## src/rtl/hammer_pkg.sv

```systemverilog
// hammer_pkg: shared Hamming(12,8) constants and encode function for the encoder/decoder pair.
package hammer_pkg;
    localparam int DATA_W = 8;
    localparam int CODE_W = 12;
    localparam int CHK_POS [4] = '{0, 1, 3, 7};
    localparam int DATA_POS [8] = '{2, 4, 5, 6, 8, 9, 10, 11};
    typedef enum logic [1:0] {EMPTY, ONE, TWO} occ_t;
    function automatic logic [CODE_W-1:0] hammer_encode(input logic [DATA_W-1:0] d);
        logic [CODE_W-1:0] c;
        c = '0;
        c[DATA_POS[0]] = d[0];
        c[DATA_POS[1]] = d[1];
        c[DATA_POS[2]] = d[2];
        c[DATA_POS[3]] = d[3];
        c[DATA_POS[4]] = d[4];
        c[DATA_POS[5]] = d[5];
        c[DATA_POS[6]] = d[6];
        c[DATA_POS[7]] = d[7];
        c[CHK_POS[0]] = d[0] ^ d[1] ^ d[3] ^ d[4] ^ d[6];
        c[CHK_POS[1]] = d[0] ^ d[2] ^ d[3] ^ d[5] ^ d[6];
        c[CHK_POS[2]] = d[1] ^ d[2] ^ d[3] ^ d[7];
        c[CHK_POS[3]] = d[4] ^ d[5] ^ d[6] ^ d[7];
        return c;
    endfunction
endpackage

```

## src/rtl/hammer_encode_comb.sv

```systemverilog
// hammer_encode_comb: combinational 8-bit data to 12-bit Hamming codeword.
module hammer_encode_comb
    import hammer_pkg::*;
(
    input  logic [DATA_W-1:0] i_data,
    output logic [CODE_W-1:0] o_code
);
    assign o_code = hammer_encode(i_data);
endmodule

```

## src/rtl/hammer_encoder_stream.sv

```systemverilog
// hammer_encoder_stream: streaming Hamming(12,8) encoder with a two-entry skid buffer and word counter.
// Optional one-shot codeword bit-flip injection under HAMMER_ERR_INJECT_EN.
module hammer_encoder_stream
    import hammer_pkg::*;
#(
    parameter int CNT_W = 16
) (
    input  logic              clk,
    input  logic              rst,
    input  logic              in_valid,
    output logic              in_ready,
    input  logic [DATA_W-1:0] in_data,
    output logic              out_valid,
    input  logic              out_ready,
    output logic [CODE_W-1:0] out_code,
    output logic [CNT_W-1:0]  word_count
`ifdef HAMMER_ERR_INJECT_EN
    ,
    input  logic              inj_req,
    input  logic [3:0]        inj_pos,
    output logic              inj_pending
`endif
);
    occ_t r_state, w_next;
    logic r_in_ready, r_out_valid;
    logic [CODE_W-1:0] r_main, r_skid, w_clean, w_code;
    logic [CNT_W-1:0] r_count;
    logic w_acc, w_pop, w_load_main, w_load_skid, w_shift;

    hammer_encode_comb u_enc (.i_data(in_data), .o_code(w_clean));

    assign w_acc = in_valid && r_in_ready;
    assign w_pop = r_out_valid && out_ready;

`ifdef HAMMER_ERR_INJECT_EN
    logic r_inj_pending, w_arm;
    logic [3:0] r_inj_pos, w_pos;
    // A request in the same cycle as an accept applies immediately and never arms.
    assign w_arm = inj_req && (inj_pos < 4'd12);
    assign w_pos = w_arm ? inj_pos : r_inj_pos;
    assign w_code = (w_arm || r_inj_pending) ? w_clean ^ (CODE_W'(1) << w_pos) : w_clean;
    assign inj_pending = r_inj_pending;
    always_ff @(posedge clk) begin
        if (rst) begin
            r_inj_pending <= 1'b0;
            r_inj_pos <= '0;
        end else if (w_acc) begin
            r_inj_pending <= 1'b0;
        end else if (w_arm) begin
            r_inj_pending <= 1'b1;
            r_inj_pos <= inj_pos;
        end
    end
`else
    assign w_code = w_clean;
`endif

    always_comb begin
        w_next = r_state;
        w_load_main = 1'b0;
        w_load_skid = 1'b0;
        w_shift = 1'b0;
        case (r_state)
            EMPTY: begin
                w_load_main = w_acc;
                w_next = w_acc ? ONE : EMPTY;
            end
            ONE: begin
                w_load_main = w_acc && w_pop;
                w_load_skid = w_acc && !w_pop;
                w_next = w_load_skid ? TWO : (w_pop && !w_acc) ? EMPTY : ONE;
            end
            TWO: begin
                w_shift = w_pop;
                w_next = w_pop ? ONE : TWO;
            end
            default: w_next = EMPTY;
        endcase
    end

    // Handshake outputs are registered from the next state so neither depends on out_ready combinationally.
    always_ff @(posedge clk) begin
        if (rst) begin
            r_state <= EMPTY;
            r_in_ready <= 1'b0;
            r_out_valid <= 1'b0;
            r_main <= '0;
            r_skid <= '0;
            r_count <= '0;
        end else begin
            r_state <= w_next;
            r_in_ready <= (w_next != TWO);
            r_out_valid <= (w_next != EMPTY);
            if (w_load_main) r_main <= w_code;
            else if (w_shift) r_main <= r_skid;
            if (w_load_skid) r_skid <= w_code;
            if (w_acc) r_count <= r_count + 1'b1;
        end
    end

    assign in_ready = r_in_ready;
    assign out_valid = r_out_valid;
    assign out_code = r_main;
    assign word_count = r_count;
endmodule

```

## config.mk

```make
export PLATFORM = sky130hd
export DESIGN_NAME = hammer_encoder_stream
export DESIGN_NICKNAME = d
export VERILOG_FILES = /design/src/rtl/hammer_pkg.sv /design/src/rtl/hammer_encode_comb.sv /design/src/rtl/hammer_encoder_stream.sv
export SDC_FILE = /design/constraint.sdc
export NUM_CORES = 1
export LEC_CHECK = 0
export ABC_AREA = 1
export BUFFER_PORTS_ARGS = -buffer_cell sky130_fd_sc_hd__buf_2
export CORE_ASPECT_RATIO = 0.7
export CORE_MARGIN = 2
export CORE_UTILIZATION = 49
export DETAILED_ROUTE_END_ITERATION = 10
export HOLD_SLACK_MARGIN = 0.06
export PLACE_DENSITY = 0.74
export SYNTH_ARGS = -nofsm -noshare
export SYNTH_HDL_FRONTEND = slang
export SYNTH_HIERARCHICAL = 1
export SYNTH_SLANG_ARGS = --single-unit
```

## constraint.sdc

```tcl
create_clock -name clk -period 1.27 [get_ports clk]
set_input_delay 0.381 -clock clk [delete_from_list [all_inputs] [get_ports clk]]
set_output_delay 0.381 -clock clk [all_outputs]
set_load 0.1 [all_outputs]
```

==> results of run 1 <==
-- final timing paths --
check	startpoint	endpoint	depth (start not counted)
setup / recovery	word_count[1]	word_count[1]	1
hold / removal	in_data[7]	out_code[11]	3
setup reg to reg	word_count[1]	word_count[8]	6
hold reg to reg	r_skid[11]	r_skid[11]	2
-- Yosys cell counts (all sizes together) --
cell type,n
o21bai,1
dfxtp,44
o21ai,10
xnor2,4
xor2,5
a21oi,17
nor2,55
nand2,109
clkbuf,1
nand3b,1
inv,30
ha,2
nand3,23
nor3,2
nand4,5
buf,17
-- per-layer routing --
| layer | routed length (microns) | part of all wire | vias up |
|---|---|---|---|
| met1 | 2430 | 0.46 | 949 |
| met5 | 0 | 0 | - |
| met2 | 2440 | 0.46 | 63 |
| li1 | - | - | 1098 |
| met3 | 264 | 0.050 | 13 |
| met4 | 124 | 0.024 | 0 |
-- timing repair --
item	4_1_cts	5_1_grt
setup buffers	0	5
gates resized for setup	1	8
pin swaps	1	6
cloned	0	0
setup endpoints to repair	3	37
-- power by group through the flow --
stage                     Sequential [uW]  Clock, uW  Combinational (uW)
after floorplan                      1970          0                 337
after global placement               1570          0                1100
after detailed placement             1570          0                1120
after CTS                            1540        915                1120
after global routing                 1550        989                1200
final                                1540        895                1130
-- layout make-up --
type / instances / area, sq um / share of cell area
clock buffer: 8 / 90.1 / 0.0282
inverter: 30 / 123 / 0.0383
multi-input combinational: 234 / 1160 / 0.364
sequential: 44 / 953 / 0.298
tap: 55 / 68.8 / 0.0215
timing repair buffer: 57 / 801 / 0.250
-- cell families (layout without fill, tap and decap cells) --
family                     Yosys count  after routing  synth area share
AOI/OAI and AO/OA                   28             28            0.0708
xor gates and xnor gates             9              9            0.0363
adders and majority gates            2              2            0.0115
buffers and inverters               48             95             0.109
DFF                                 44             44             0.405
and+or+nand+nor                    195            195             0.367
-- sequential cells by signal, summed over array words and instances (netlist names) --
name,count
in_ready,1
r_state,2
out_code,12
word_count,16
out_valid,1
r_skid,12
-- metrics by stage --
| stage | setup slack [ns] | setup TNS [ns] |
|---|---|---|
| 2_1_floorplan | -0.0833 | -1.14 |
| 3_3_place_gp | -0.0751 | -0.376 |
| 3_5_place_dp | -0.0911 | -1.00 |
| 4_1_cts | -0.00107 | -0.00107 |
| 5_1_grt | -0.0808 | -0.272 |
| 6_report | 0.0148 | 0 |
-- cell usage in the layout (no fill, tap or decap), drive strengths merged --
| master | count |
|---|---|
| nand2 | 109 |
| buf | 57 |
| nor2 | 55 |
| dfxtp | 44 |
| inv | 30 |
| nand3 | 23 |
| a21oi | 17 |
| o21ai | 10 |
| clkbuf | 8 |
| nand4 | 5 |
| xor2 | 5 |
| xnor2 | 4 |
| nor3 | 2 |
| ha | 2 |
| o21bai | 1 |
| nand3b | 1 |
==> results.toml, run 1 <==
[yosys]
synth-seq-area-share = 0.405
synth_top_cells_by_area = "dfxtp_1 (41%), nand2_1 (19%), nor2_1 (8.8%)"
synth_area_sq_mm = 0.00217
synth.distinct_cells = 24
synth.avg_cell_area_sq_um = 6.67
synthCells = 326
syn_nets = 340
synth_seq_cells = 44
synth_warnings = 6
synth_top_area_frac = 0.405
synth_largest_area_cell = "dfxtp_1"

[placement]
globalplace.congestion = 0.816
post-dp-hpwl_microns = 3780
placedInstanceArea_sq_mm = 0.00304
io_buffers = 41
dpl.cell_count = 415

[pwr]
p_leak_uw = 0.00138
irDropWorstVdd_uv = 720
p_total_uw = 3560
combPwrFrac = 0.317
p_int_uw = 2300
p_seq_frac = 0.431
p_switching_uw = 1260
switching_share = 0.353
p_per_area_mw_per_mm2 = 1110
pwr-share-clk = 0.251

[grt]
grt_start_max_net_pins = 25
met3_usage = 0.0649
grt_usage = 0.221
antenna_found_initial = 0
met2_usage = 0.345
use_met1 = 0.297
gr-total-overflow = 0
grt_pass1_vias = 1893
grt_pass1_wl_microns = 8610
top_usage_layer = "met2"

[detailed_routing]
drt_wl_total_microns = 5270
viasPerCell = 4.96
drtIter0Drc = 165
remaining_drc_errors = 0
ant_nets = 0
first_pass_iters = 5
vias = 2123
wire_per_inst_microns = 12.3

[floorplanning]
io_pins = 42
core_area_sq_mm = 0.00430
die_height_microns = 59.7
rows = 20
start_util = 0.505
die_w_microns = 83.6
die_area_sq_mm = 0.00499

[critical_path]
critical_path.max_stage_delay_ns = 0.40
slowest_stage = "dfxtp_4"
crit_family = "flip-flops"
cp_num_buf_inv = 1
critPathMaxFanout = 4
r2r_slack_ns = 0.04
worst_setup_path_start_kind = "register"
path_cells = "buf_12"
end_kind = "output pin"
worstPathRequired_ns = 0.89
cp.arrival_ns = 0.87
worstSetupPathType = "reg -> out"

[run_status]
status = "completed"

[cells_and_area]
area_growth_pct = 47.2
nFillCells = 315
post-route-util = 0.743
design_area_sq_mm = 0.00320
antenna_cells = 0
nNetsFinal = 386
drive_gt1_frac = 0.308
instances_no_fill = 428

[clock_tree]
root_buffer = "clkbuf_8"
clk_latency_ns = 0.30
cts_tree = "built"
cts_hold_buf = 0
cts.sinks = 44
cts_buffers = 5
h-tree-depth = 2
clkTransAtPathRegs_ns = 0.08
ctsLongestPathBuffers = 2

[timing]
slew_viol_final = 0
skew_ns = 0.00765
hold_viol_final = 0
final-setup-viol-count = 0
grt_setup_unrepaired = "yes"
fin_crit_sh = 0.988
holdWs_ns = 0.377
relSlewSlack = 0.787
clock.fmax_mhz = 797
worstMarginPinSlew_ns = 0.318
fin_crit_ns = 1.26

[run]
drv_cap = 0

[worst_hold_path]
hold_class = "in -> reg"
No activity file was read; power rests on OpenSTA's default activity.
==> inputs of run 2 (changes only) <==
Settings changed: SYNTH_HIERARCHICAL 1 to unset.
==> results.toml, run 2 <==
[yosys]
yosysMostFrequentCell = "nand2_1"
synth_warnings = 0
syn_nets = 307
async_flop_share = 0
synthCells = 293
synth_edf_count = 0
synth_seq_cells = 44
synth_top_area_frac = 0.416
synth-seq-area-share = 0.416
synth_top_cells_by_area = "dfxtp_1 (42%), nand2_1 (16%), inv_1 (5.3%)"
synth_commonest_cells = "nand2_1 (91), dfxtp_1 (44), inv_1 (30)"
yosys_most_used_dff = "dfxtp_1"
synth.distinct_cells = 34
synth_area_sq_mm = 0.00212
synth_largest_area_cell = "dfxtp_1"
synth.avg_cell_area_sq_um = 7.23

[detailed_routing]
drt_wl_total_microns = 8480
drtIter0Drc = 259
top_layer_used = "met4"
wl_met2_microns = 3900
remaining_drc_errors = 0
vias = 2623
first_pass_iters = 6
wl_met1_microns = 3250
dr_wl_met3_microns = 867
viasPerCell = 6.03
ant_nets = 0
wire_per_inst_microns = 19.5

[critical_path]
worstPathRequired_ns = 1.47
r2r_slack_ns = -0.19
r2r_end = "out_code[6]"
end_kind = "register"
cp_num_buf_inv = 2
slowest_stage = "dfxtp_1"
critPathMaxFanout = 8
worstSetupPathType = "reg -> reg"
critical_path.max_stage_delay_ns = 0.41
path_cells = "buf_4 > nor2_4 > o21ai_4 > clkinv_4 > nor2_8 > nand2_2 > a31oi_1"
rr_worst_depth = 7
cp.arrival_ns = 1.66
crit_family = "flip-flops"
worst_setup_path_start_kind = "register"
regToRegStartpoint = "r_state[1]"

[grt]
gr-total-overflow = 0
grt_usage = 0.278
grt_start_max_net_pins = 28
antenna_found_initial = 0
grt_pass1_vias = 2182
grt_pass1_wl_microns = 10200

[timing]
fin_crit_ns = 1.46
skew_ns = 0.0126
setup_ws_ns = -0.192
worstMarginPinSlew_ns = 0.385
hold_viol_final = 0
relSlewSlack = 0.741
slew_viol_final = 0
fin_crit_sh = 1.15
clock.fmax_mhz = 684
grt_setup_unrepaired = "yes"
final-setup-viol-count = 40

[cells_and_area]
nNetsFinal = 396
area_growth_pct = 72.4
layout_commonest_cell = "nand2_1"
instances_no_fill = 435
drive_gt1_frac = 0.480
largest_register_ffs = 16
nFillCells = 146
layout_common_cells = "nand2_1 (80), buf_4 (38), buf_12 (32)"
antenna_cells = 0
post-route-util = 0.904

[run_status]
status = "finished with violations"
violations = "setup timing"

[worst_hold_path]
min_from = "in_data[2]"
hold_depth = 3
hold_end = "out_code[5]"
hold_class = "in -> reg"

[pwr]
irDropWorstVdd_uv = 1080
p_per_area_mw_per_mm2 = 1050
p_total_uw = 3840
p_leak_uw = 0.00154

[clock_tree]
cts_tree = "built"
clkTransAtPathRegs_ns = 0.09
cts_buffers = 5
root_buffer = "clkbuf_8"
cts.sinks = 44
clk_latency_ns = 0.31
h-tree-depth = 2
ctsLongestPathBuffers = 2

[placement]
dpl.cell_count = 405
globalplace.congestion = 0.842
post-dp-hpwl_microns = 4180
io_buffers = 41

[run]
drv_cap = 0

[floorplanning]
rows = 19
die_w_microns = 82.6
io_pins = 42
core_area_sq_mm = 0.00404
die_height_microns = 59.0
start_util = 0.524
die_area_sq_mm = 0.00488
run 2: logic make-up (layout without fill, tap and decap cells):
family	count (synthesis)	in the layout	synth area share
buf+inv	43	133	0.0909
compound gates	51	51	0.135
flops	44	44	0.416
fa+ha+maj	2	2	0.0118
simple gates	145	145	0.313
xor+xnor	8	8	0.0331
run 2: what timing repair did:
action	CTS	global route
gates resized for setup	19	31
setup endpoints to repair	13	41
cloned	0	1
setup buffers	5	16
pin swaps	4	15
hold buffers	0	0
run 2: how the worst max path moves through the flow:
stage / cells past startpoint / from / to
after detailed placement: 8 / out_ready / out_code[11]
after global routing: 9 / r_state[1] / out_code[0]
after CTS: 2 / word_count[1] / word_count[1]
final: 7 / r_state[1] / out_code[6]
after global placement: 8 / in_valid / out_valid
after floorplan: 8 / word_count[0] / word_count[14]
run 2: area by class of cell:
cell class | count | area [sq um] | share of cell area
timing repair buffer | 89 | 1090 | 0.298
clock buffer | 6 | 72.6 | 0.0199
clock inverter | 2 | 35.0 | 0.00959
multi-input combinational | 206 | 1260 | 0.344
tap | 52 | 65.1 | 0.0178
inverter | 36 | 173 | 0.0473
sequential | 44 | 962 | 0.263
run 2: worst reg2reg max path, stage by stage, from the launching register on:
cell	delay, ns
dfxtp_1	0.41
buf_4	0.15
nor2_4	0.04
o21ai_4	0.08
clkinv_4	0.14
nor2_8	0.19
nand2_2	0.10
a31oi_1	0.23
run 2: through the flow:
step	hold slack (ns)	setup slack, ns	setup TNS [ns]	instance area (sq um)
final	0.380	-0.192	-2.33	3650
after floorplan	0.445	-0.189	-3.62	2310
after global placement	0.453	-0.0696	-1.34	3190
after CTS	0.375	-0.0592	-0.271	3400
after global routing	0.396	-0.261	-4.09	3650
after detailed placement	0.456	-0.146	-3.08	3190
run 2: power breakdown:
part | switching, uW | leakage [uW] | internal, uW
combinational | 761 | 0.00111 | 457
sequential | 84.8 | 0.000376 | 1430
clock | 523 | 0.0000552 | 585
total | 1370 | 0.00154 | 2470
run 2: routing by layer:
metal / vias to the layer above / global-route usage
met5: - / 0
met1: 1211 / 0.370
met3: 62 / 0.0625
met4: 0 / 0.0984
li1: 1116 / -
met2: 234 / 0.446
==> inputs of run 3 (changes only) <==
Settings changed: CORE_UTILIZATION 49 to 58, PLACE_DENSITY 0.74 to 0.82.
Clock period 1.27 ns to 1.7 ns, I/O delays scaled along.
==> results.toml, run 3 (synthesis gave the netlist of run 2 again) <==
[critical_path]
cp.arrival_ns = 1.13
crit_family = "buffers and inverters"
cp_num_buf_inv = 1
worst_setup_path_start_kind = "register"
end_kind = "output pin"
path_cells = "buf_2"
worstSetupPathType = "reg -> out"
slowest_stage = "buf_2"
worstPathRequired_ns = 1.19
critical_path.max_stage_delay_ns = 0.44
critPathMaxFanout = 6

[cells_and_area]
drive_gt1_frac = 0.260
layout_common_cells = "nand2_1 (91), buf_2 (40), inv_1 (30)"
layout_commonest_cell = "nand2_1"
antenna_cells = 0
area_growth_pct = 18.1
largest_register_ffs = 16
nNetsFinal = 354

[worst_hold_path]
hold_class = "reg -> reg"

[grt]
gr-total-overflow = 0
grt_start_max_net_pins = 28
antenna_found_initial = 0
grt_pass1_wl_microns = 7640
grt_usage = 0.236
grt_pass1_vias = 1676

[run]
drv_cap = 0

[detailed_routing]
first_pass_iters = 4
wire_per_inst_microns = 11.8
drtIter0Drc = 122
vias = 1966
drt_wl_total_microns = 4610
remaining_drc_errors = 0
viasPerCell = 5.05
ant_nets = 0

[clock_tree]
cts_tree = "built"
cts.sinks = 44
clk_latency_ns = 0.30
h-tree-depth = 2
root_buffer = "clkbuf_8"
cts_hold_buf = 0
clkTransAtPathRegs_ns = 0.08
cts_buffers = 5
ctsLongestPathBuffers = 2

[timing]
skew_ns = 0.0115
worstMarginPinSlew_ns = 0.497
clock.fmax_mhz = 610
relSlewSlack = 0.668
fin_crit_ns = 1.64
final-setup-viol-count = 0
fin_crit_sh = 0.965
holdWs_ns = 0.455
hold_viol_final = 0
grt_setup_unrepaired = "no"
final.setup.tns_ns = 0
slew_viol_final = 0

[pwr]
irDropWorstVdd_uv = 795
p_per_area_mw_per_mm2 = 957
p_leak_uw = 0.00116

[placement]
post-dp-hpwl_microns = 3300
globalplace.congestion = 0.778
io_buffers = 41

[floorplanning]
die_w_microns = 76.3
die_area_sq_mm = 0.00416
start_util = 0.603
die_height_microns = 54.6
io_pins = 42
core_area_sq_mm = 0.00351
rows = 18

[run_status]
status = "completed"
[run 3: cell count changes in the layout (fill, tap and decap cells not counted), moves of 6 or more]
cell,previous run,this run
buf_6,6,0
a21oi_2,7,1
dfxtp_4,17,3
o21ai_0,9,16
buf_2,11,40
nand2_1,80,91
a21oi_1,13,21
dfxtp_1,13,29
buf_4,38,6
nand2_2,9,1
buf_12,32,0
[run 3: worst paths after layout]
path | startpoint | end | slack [ns] | cells after the start
worst max-delay path | word_count[11] | word_count[11] | 0.06 | 1
worst max register to register | word_count[0] | word_count[14] | 0.24 | 8
worst min-delay path | word_count[7] | word_count[7] | 0.45 | 1
worst min register to register | word_count[7] | word_count[7] | 0.45 | 1
[run 3: metrics by stage]
stage / setup slack [ns] / instances / utilization / power, uW / instance area [sq um]
2_1_floorplan: 0.0264 / 293 / - / 1600 / 2150
3_3_place_gp: 0.139 / 383 / 0.685 / 1700 / 2410
3_5_place_dp: 0.0956 / 383 / 0.685 / 1700 / 2410
4_1_cts: 0.0301 / 389 / 0.712 / 2390 / 2500
5_1_grt: 0.0224 / 389 / 0.713 / 2500 / 2500
6_report: 0.0594 / 389 / 0.713 / 2400 / 2500
[run 3: per-layer routing]
| layer | routed length (microns) | share of wire | track usage | vias to the layer above |
|---|---|---|---|---|
| li1 | - | - | - | 1025 |
| met1 | 2280 | 0.50 | 0.336 | 875 |
| met2 | 1940 | 0.42 | 0.353 | 55 |
| met3 | 303 | 0.066 | 0.0528 | 11 |
| met4 | 85 | 0.018 | 0.0909 | 0 |
| met5 | 0 | 0 | 0 | - |
[run 3: final cells by class]
class                      count  area, sq um
multi-input combinational    206         1050
fill                         300         1010
inverter                      36          141
timing repair buffer          47          253
tap                           50         62.6
clock buffer                   6         93.8
sequential                    44          907
[run 3: power by group]
part	total, uW	switching, uW	leakage, uW	internal [uW]
clock network	713	350	0.0000483	363
logic	570	447	0.000744	122
registers	1110	30.7	0.000365	1080
[run 3: timing repair]
action | CTS | global route
gates resized for setup | 0 | 1
endpoints found under the setup margin | 0 | 1
setup buffers | 0 | 0
[run 3: worst register-to-register path: cells and delay by family (launching register included)]
family	cells	cell delay [ns]
fa+ha+maj	1	0.16
flops	1	0.36
simple gates	7	0.84
